===== config.mk =====
export PLATFORM = sky130hd
export DESIGN_NAME = gf180mcu_fd_sc_mcu7t5v0__andn_pipe
export DESIGN_NICKNAME = d
export VERILOG_FILES = /design/src/rtl/gf180mcu_fd_sc_mcu7t5v0__andn_pipe.sv
export SDC_FILE = /design/constraint.sdc
export NUM_CORES = 1
export LEC_CHECK = 0
export BUFFER_PORTS_ARGS = -buffer_cell sky130_fd_sc_hd__buf_4
export CORE_AREA = 2 2 39 41
export DETAILED_ROUTE_END_ITERATION = 6
export DIE_AREA = 0 0 41 43
export PLACE_DENSITY_LB_ADDON = 0.12
export SLEW_MARGIN = 15
export SYNTH_ARGS = -nofsm -noshare
export SYNTH_HDL_FRONTEND = slang
export SYNTH_SLANG_ARGS = --single-unit

===== constraint.sdc =====
create_clock -name CLK -period 1.39 [get_ports CLK]
set_input_delay 0.278 -clock CLK [delete_from_list [all_inputs] [get_ports CLK]]
set_output_delay 0.278 -clock CLK [all_outputs]
set_load 0.05 [all_outputs]

===== src/rtl/gf180mcu_fd_sc_mcu7t5v0__andn_pipe.sv =====
// Pipelined WIDTH-input AND/NAND reduction built from AND4 nodes, one register
// stage per tree level, with valid tracking, global enable and per-bit mask.
module gf180mcu_fd_sc_mcu7t5v0__andn_pipe #(
  parameter int WIDTH = 16,
  parameter bit INV   = 1'b0
) (
`ifdef USE_POWER_PINS
  inout  wire              VDD,
  inout  wire              VSS,
`endif
  input  logic             CLK,
  input  logic             RST,
  input  logic             EN,
  input  logic             IV,
  input  logic [WIDTH-1:0] A,
  input  logic [WIDTH-1:0] MASK,
  output logic             Z,
  output logic             ZV
);

  function automatic int pow4(input int k);
    int p;
    p = 32'sd1;
    for (int i = 0; i < k; i++) p = p * 32'sd4;
    return p;
  endfunction

  function automatic int nodes(input int w, input int k);
    return (w + pow4(k) - 32'sd1) / pow4(k);
  endfunction

  function automatic int depth(input int w);
    int n;
    int d;
    n = w;
    d = 32'sd0;
    for (int i = 0; i < 8; i++) begin
      if (n > 32'sd1) begin
        n = (n + 32'sd3) / 32'sd4;
        d = d + 32'sd1;
      end
    end
    return d;
  endfunction

  // Bit position of level k's first node inside the flattened stage register.
  function automatic int offset(input int w, input int k);
    int s;
    s = 32'sd0;
    for (int j = 1; j < k; j++) s = s + nodes(w, j);
    return s;
  endfunction

  localparam int L      = depth(WIDTH);
  localparam int TOT    = offset(WIDTH, L + 1);
  localparam int TREE_W = WIDTH + TOT - 1;

  if (WIDTH < 2 || WIDTH > 256) begin : g_bad_width
    $error("andn_pipe: WIDTH must be within 2..256");
  end

  logic [WIDTH-1:0]  e_s;
  logic [TREE_W-1:0] tree_s;
  logic [TOT-1:0]    node_s;
  logic [TOT-1:0]    ld_s;
  logic [TOT-1:0]    data_d;
  logic [TOT-1:0]    data_q;
  logic [L-1:0]      vin_s;
  logic [L-1:0]      valid_d;
  logic [L-1:0]      valid_q;

  assign e_s = A | MASK;

  // Level 0 is the masked input; every other level is read from its register.
  if (TOT > 1) begin : g_tree_deep
    assign tree_s = {data_q[TOT-2:0], e_s};
  end else begin : g_tree_flat
    assign tree_s = e_s;
  end

  if (L == 1) begin : g_vin_one
    assign vin_s = IV;
  end else begin : g_vin_chain
    assign vin_s = {valid_q[L-2:0], IV};
  end

  for (genvar k = 1; k <= L; k++) begin : g_lvl
    localparam int NI = nodes(WIDTH, k - 1);
    localparam int NO = nodes(WIDTH, k);
    localparam int IB = (k == 1) ? 0 : WIDTH + offset(WIDTH, k - 1);
    localparam int OB = offset(WIDTH, k);

    for (genvar j = 0; j < NO; j++) begin : g_node
      logic [3:0] leaf_s;

      // Inputs past the end of the previous level are padded with 1.
      for (genvar m = 0; m < 4; m++) begin : g_leaf
        if (4 * j + m < NI) begin : g_src
          assign leaf_s[m] = tree_s[IB + 4 * j + m];
        end else begin : g_pad
          assign leaf_s[m] = 1'b1;
        end
      end

      if (k == L) begin : g_root
        assign node_s[OB + j] = (&leaf_s) ^ INV;
      end else begin : g_inner
        assign node_s[OB + j] = &leaf_s;
      end

      assign ld_s[OB + j] = EN & vin_s[k-1];
    end
  end

  // Stage data loads only on a valid advance; valid bits shift whenever enabled.
  always_comb begin
    data_d  = (ld_s & node_s) | (~ld_s & data_q);
    valid_d = EN ? vin_s : valid_q;
  end

  // Pipeline state registers.
  always_ff @(posedge CLK or posedge RST) begin
    if (RST) begin
      data_q  <= {TOT{1'b0}};
      valid_q <= {L{1'b0}};
    end else begin
      data_q  <= data_d;
      valid_q <= valid_d;
    end
  end

  assign Z  = data_q[TOT-1];
  assign ZV = valid_q[L-1];

endmodule


* Yosys cells after proc, flatten, opt, wreduce, memory -nomap -nowiden
Index checks and enable logic that the tools add are counted.
Widths: inputs -> output; s select.
** Operators by class
- Bitwise gates (word level) :: 7
- Reduce and logical (&&, ||, !) cells :: 5
** Operators with widths (number)
- $reduce_and 4->1 :: 5
- $or 16x16->16 :: 1
- $and 5x5->5 :: 2
- $not 5->5 :: 1
- $or 5x5->5 :: 1
- $and 1x1->1 :: 2
** Storage, ports and cells
- Register bits after elaboration :: 7
- Logic and storage cells :: 14
- Input port bits :: 36

* Logic depth before layout (Yosys ltp)
- Word-level depth :: 4
- Depth in mapped cells :: 2

* Least setup slack after synthesis
Ideal clock, no wire load.
- Path kind :: reg-to-reg
- Start :: register valid_q[1] (netlist name)
- End :: register valid_q[1]
- Arrival time :: 0.795 ns
- Slack :: 0.512 ns
- Path buffers :: 0
- Cell stages (with the launch flop) :: 3
- Cells stage by stage :: dfrtp_1 > inv_1 > o21ai_0
** RTL lines
- end signal, assigned :: RTL line 125 : valid_q <= {L{1'b0}};
- end signal, assigned :: RTL line 128 : valid_q <= valid_d;
- end, declared :: RTL line 70 : logic [L-1:0] valid_q;

==> run_results.csv <==
group,metric,value,unit
floorplan,die-area,1760,um^2
worst_setup_path,ff2ff_path_depth,2,
synth,synth_cell_types,10,
cells_and_area,antennaDiodeCount,0,
placed_design,port_buffers,37,
cells_and_area,areaGrowthSynthToFinish,96.4,%
worst_hold_path,hold_depth,2,
timing,finalCriticalPeriod,1.10,ns
floorplan,die-height,43,um
worst_setup_path,crit_required,1.11,ns
timing,worstMarginPinSlew,0.265,ns
grt,antenna_found_initial,0,
timing,setup_tns,0,ns
worst_setup_path,crit_arrival,0.82,ns
worst_setup_path,rrSetupSlack,0.65,ns
placed_design,dp.cells,86,
grt,grt_pass1_vias,398,
power,pwr-share-comb,26.6,%
route,drt-initial-drc-count,5,
synth,synth_top_area_cell,"dfrtp_1",
floorplan,std_cell_rows,14,
synth,ys_seq_area_share,50.5,%
timing,period_share,78.8,%
placed_design,place.gp.congestion,0.647,
outcome,status,"finished, final reports clean",
worst_setup_path,path_buf_inv,1,
route,wl_per_cell,10.4,um
clock_network,clkTransAtPathRegs,0.05,ns
cells_and_area,fillers,144,
power,p_per_area,856,nW/um^2
worst_setup_path,critPathCaptureType,"output pin",
clock_network,tritoncts,"done",
timing,slew_violations,0,
worst_setup_path,critical_path_depth,1,
run,drv_cap,0,
grt,grt_usage,13.5,%
route,vias,422,
floorplan,start_util,25.0,%
cells_and_area,final_cells,91,
synth,syn_avg_cell_area,10.5,um^2
floorplan,coreArea,1380,um^2
clock_network,ctsLongestPathBuffers,2,
power,peakVddDrop,0.339,mV
grt,gr-total-overflow,0,
synth,synth.top_cells.by_area,"dfrtp_1, o22ai_1, a21bo_2",
route,ant_nets,0,
cells_and_area,final_cell_mix,"buf_4, o22ai_1, dfrtp_1",
synth,syn-num-nets,69,
worst_hold_path,min_path_type,"input port to register",
power,leakagePower,0.352,nW
worst_setup_path,crit_fanout,2,
clock_network,cts_made_buffers,3,
clock_network,root_buffer,"clkbuf_4",
floorplan,dieWidth,41,um
timing,finalHoldViolCount,0,
power,switchingPower,147,uW
route,drtPass1Iterations,2,
route,drc,0,
worst_setup_path,crit_type,"register to output pin",
floorplan,io_pins,38,
worst_setup_path,slowest_stage,"dfrtp_1",
synth,syn_inst,33,
route,vias_per_cell,4.64,
worst_setup_path,slowest_delay,0.37,ns
synth,synth_area,347,um^2
power,sw_frac_of_total,25.2,%
timing,setup_viol,0,
power,internal_power,436,uW
timing,max_freq,913,MHz
synth,synth_top_area_share,50.5,%
cells_and_area,mostFrequentLayoutCell,"buf_4",
timing,slew_headroom,82.3,%
clock_network,clkSinkCount,7,
route,drt-total-wl,946,um
grt,grt_pass1_wl,1.47,mm
synth,synth_seq_cells,7,
timing,rsz0062_at_grt,"no",
cells_and_area,fin_nets,112,
worst_hold_path,hold_path_end,"valid_q[0]",
grt,grt_max_degree,9,
worst_hold_path,hp-start,"EN",
worst_setup_path,startpoint_type,"register",
clock_network,cts_setup_buffers,0,
clock_network,cts_max_level,1,
timing,worst_clock_skew,0.00207,ns
worst_setup_path,crit_chain,"buf_4",
cells_and_area,drive_above_1_share,60.0,%
worst_setup_path,cp_top_family,"flip-flops",
power,seqPwrFrac,40.6,%
timing,timing.hold.ws,0.266,ns
clock_network,clock_latency,0.26,ns
synth,yosys_warnings,0,
power,clock_power_share,32.8,%
-- worst max-delay path by stage --
| stage | to | slack [ns] |
|---|---|---|
| after global routing | Z | 0.25 |
| after detailed placement | register | 0.53 |
| final | Z | 0.29 |
| after global placement | register | 0.57 |
| after floorplan | Z | 0.51 |
| after CTS | Z | 0.29 |
-- cell usage after synthesis --
master / instances
a21bo_2: 4
o31ai_1: 4
mux2i_1: 1
o22ai_1: 8
dfrtp_1: 7
nand4_1: 1
o21ai_0: 2
inv_1: 4
nand2_1: 1
nand2_2: 1
-- stage by stage --
stage                     worst slack (ns)  power (mW)  utilization [%]  area (um^2)
after floorplan                      0.512       0.298                -          347
after global placement               0.571       0.392             46.6          644
after detailed placement             0.531       0.395             46.6          644
after CTS                            0.286       0.591             49.2          681
after global routing                 0.248       0.622             49.2          681
final                                0.295       0.582             49.2          681
-- final cells by class --
type	count	area, um^2	area share (%)
repair buffers	38	288	42.3
flip-flops and latches	7	175	25.7
multi-input cells	22	156	23.0
clock buffers	4	26.3	3.86
well taps	16	20.0	2.94
inverters	4	15.0	2.21
-- cells by family (layout without fill, tap and decap cells) --
family	Yosys count	count (layout)	synth area share (%)
AO/OA/AOI/OAI	18	18	37.5
buffers and inverters	4	46	4.33
flip-flops	7	7	50.5
multiplexers	1	1	2.89
AND/OR/NAND/NOR	3	3	4.69
-- layer usage --
metal  vias up  part of all wire, %  track usage, %  wire length (um)
met5         -                    0               0                 0
met4         0                  3.4            12.0                32
met3         3                   10            6.28                99
met2        23                   51            20.6               485
met1       185                   35            12.5               327
li1        211                    -               -                 -
-- timing repair --
item	in CTS	in global routing
hold endpoints to repair	7	0
gates resized for setup	0	0
hold buffers	1	0
-- power groups by stage --
| stage | clock (mW) | combinational (mW) | sequential, mW |
|---|---|---|---|
| 2_1_floorplan | 0 | 0.0486 | 0.250 |
| 4_1_cts | 0.196 | 0.157 | 0.237 |
| 6_report | 0.191 | 0.155 | 0.236 |
| 3_3_place_gp | 0 | 0.152 | 0.240 |
| 3_5_place_dp | 0 | 0.155 | 0.240 |
| 5_1_grt | 0.213 | 0.169 | 0.240 |
Power figures use the tool's default switching activity.
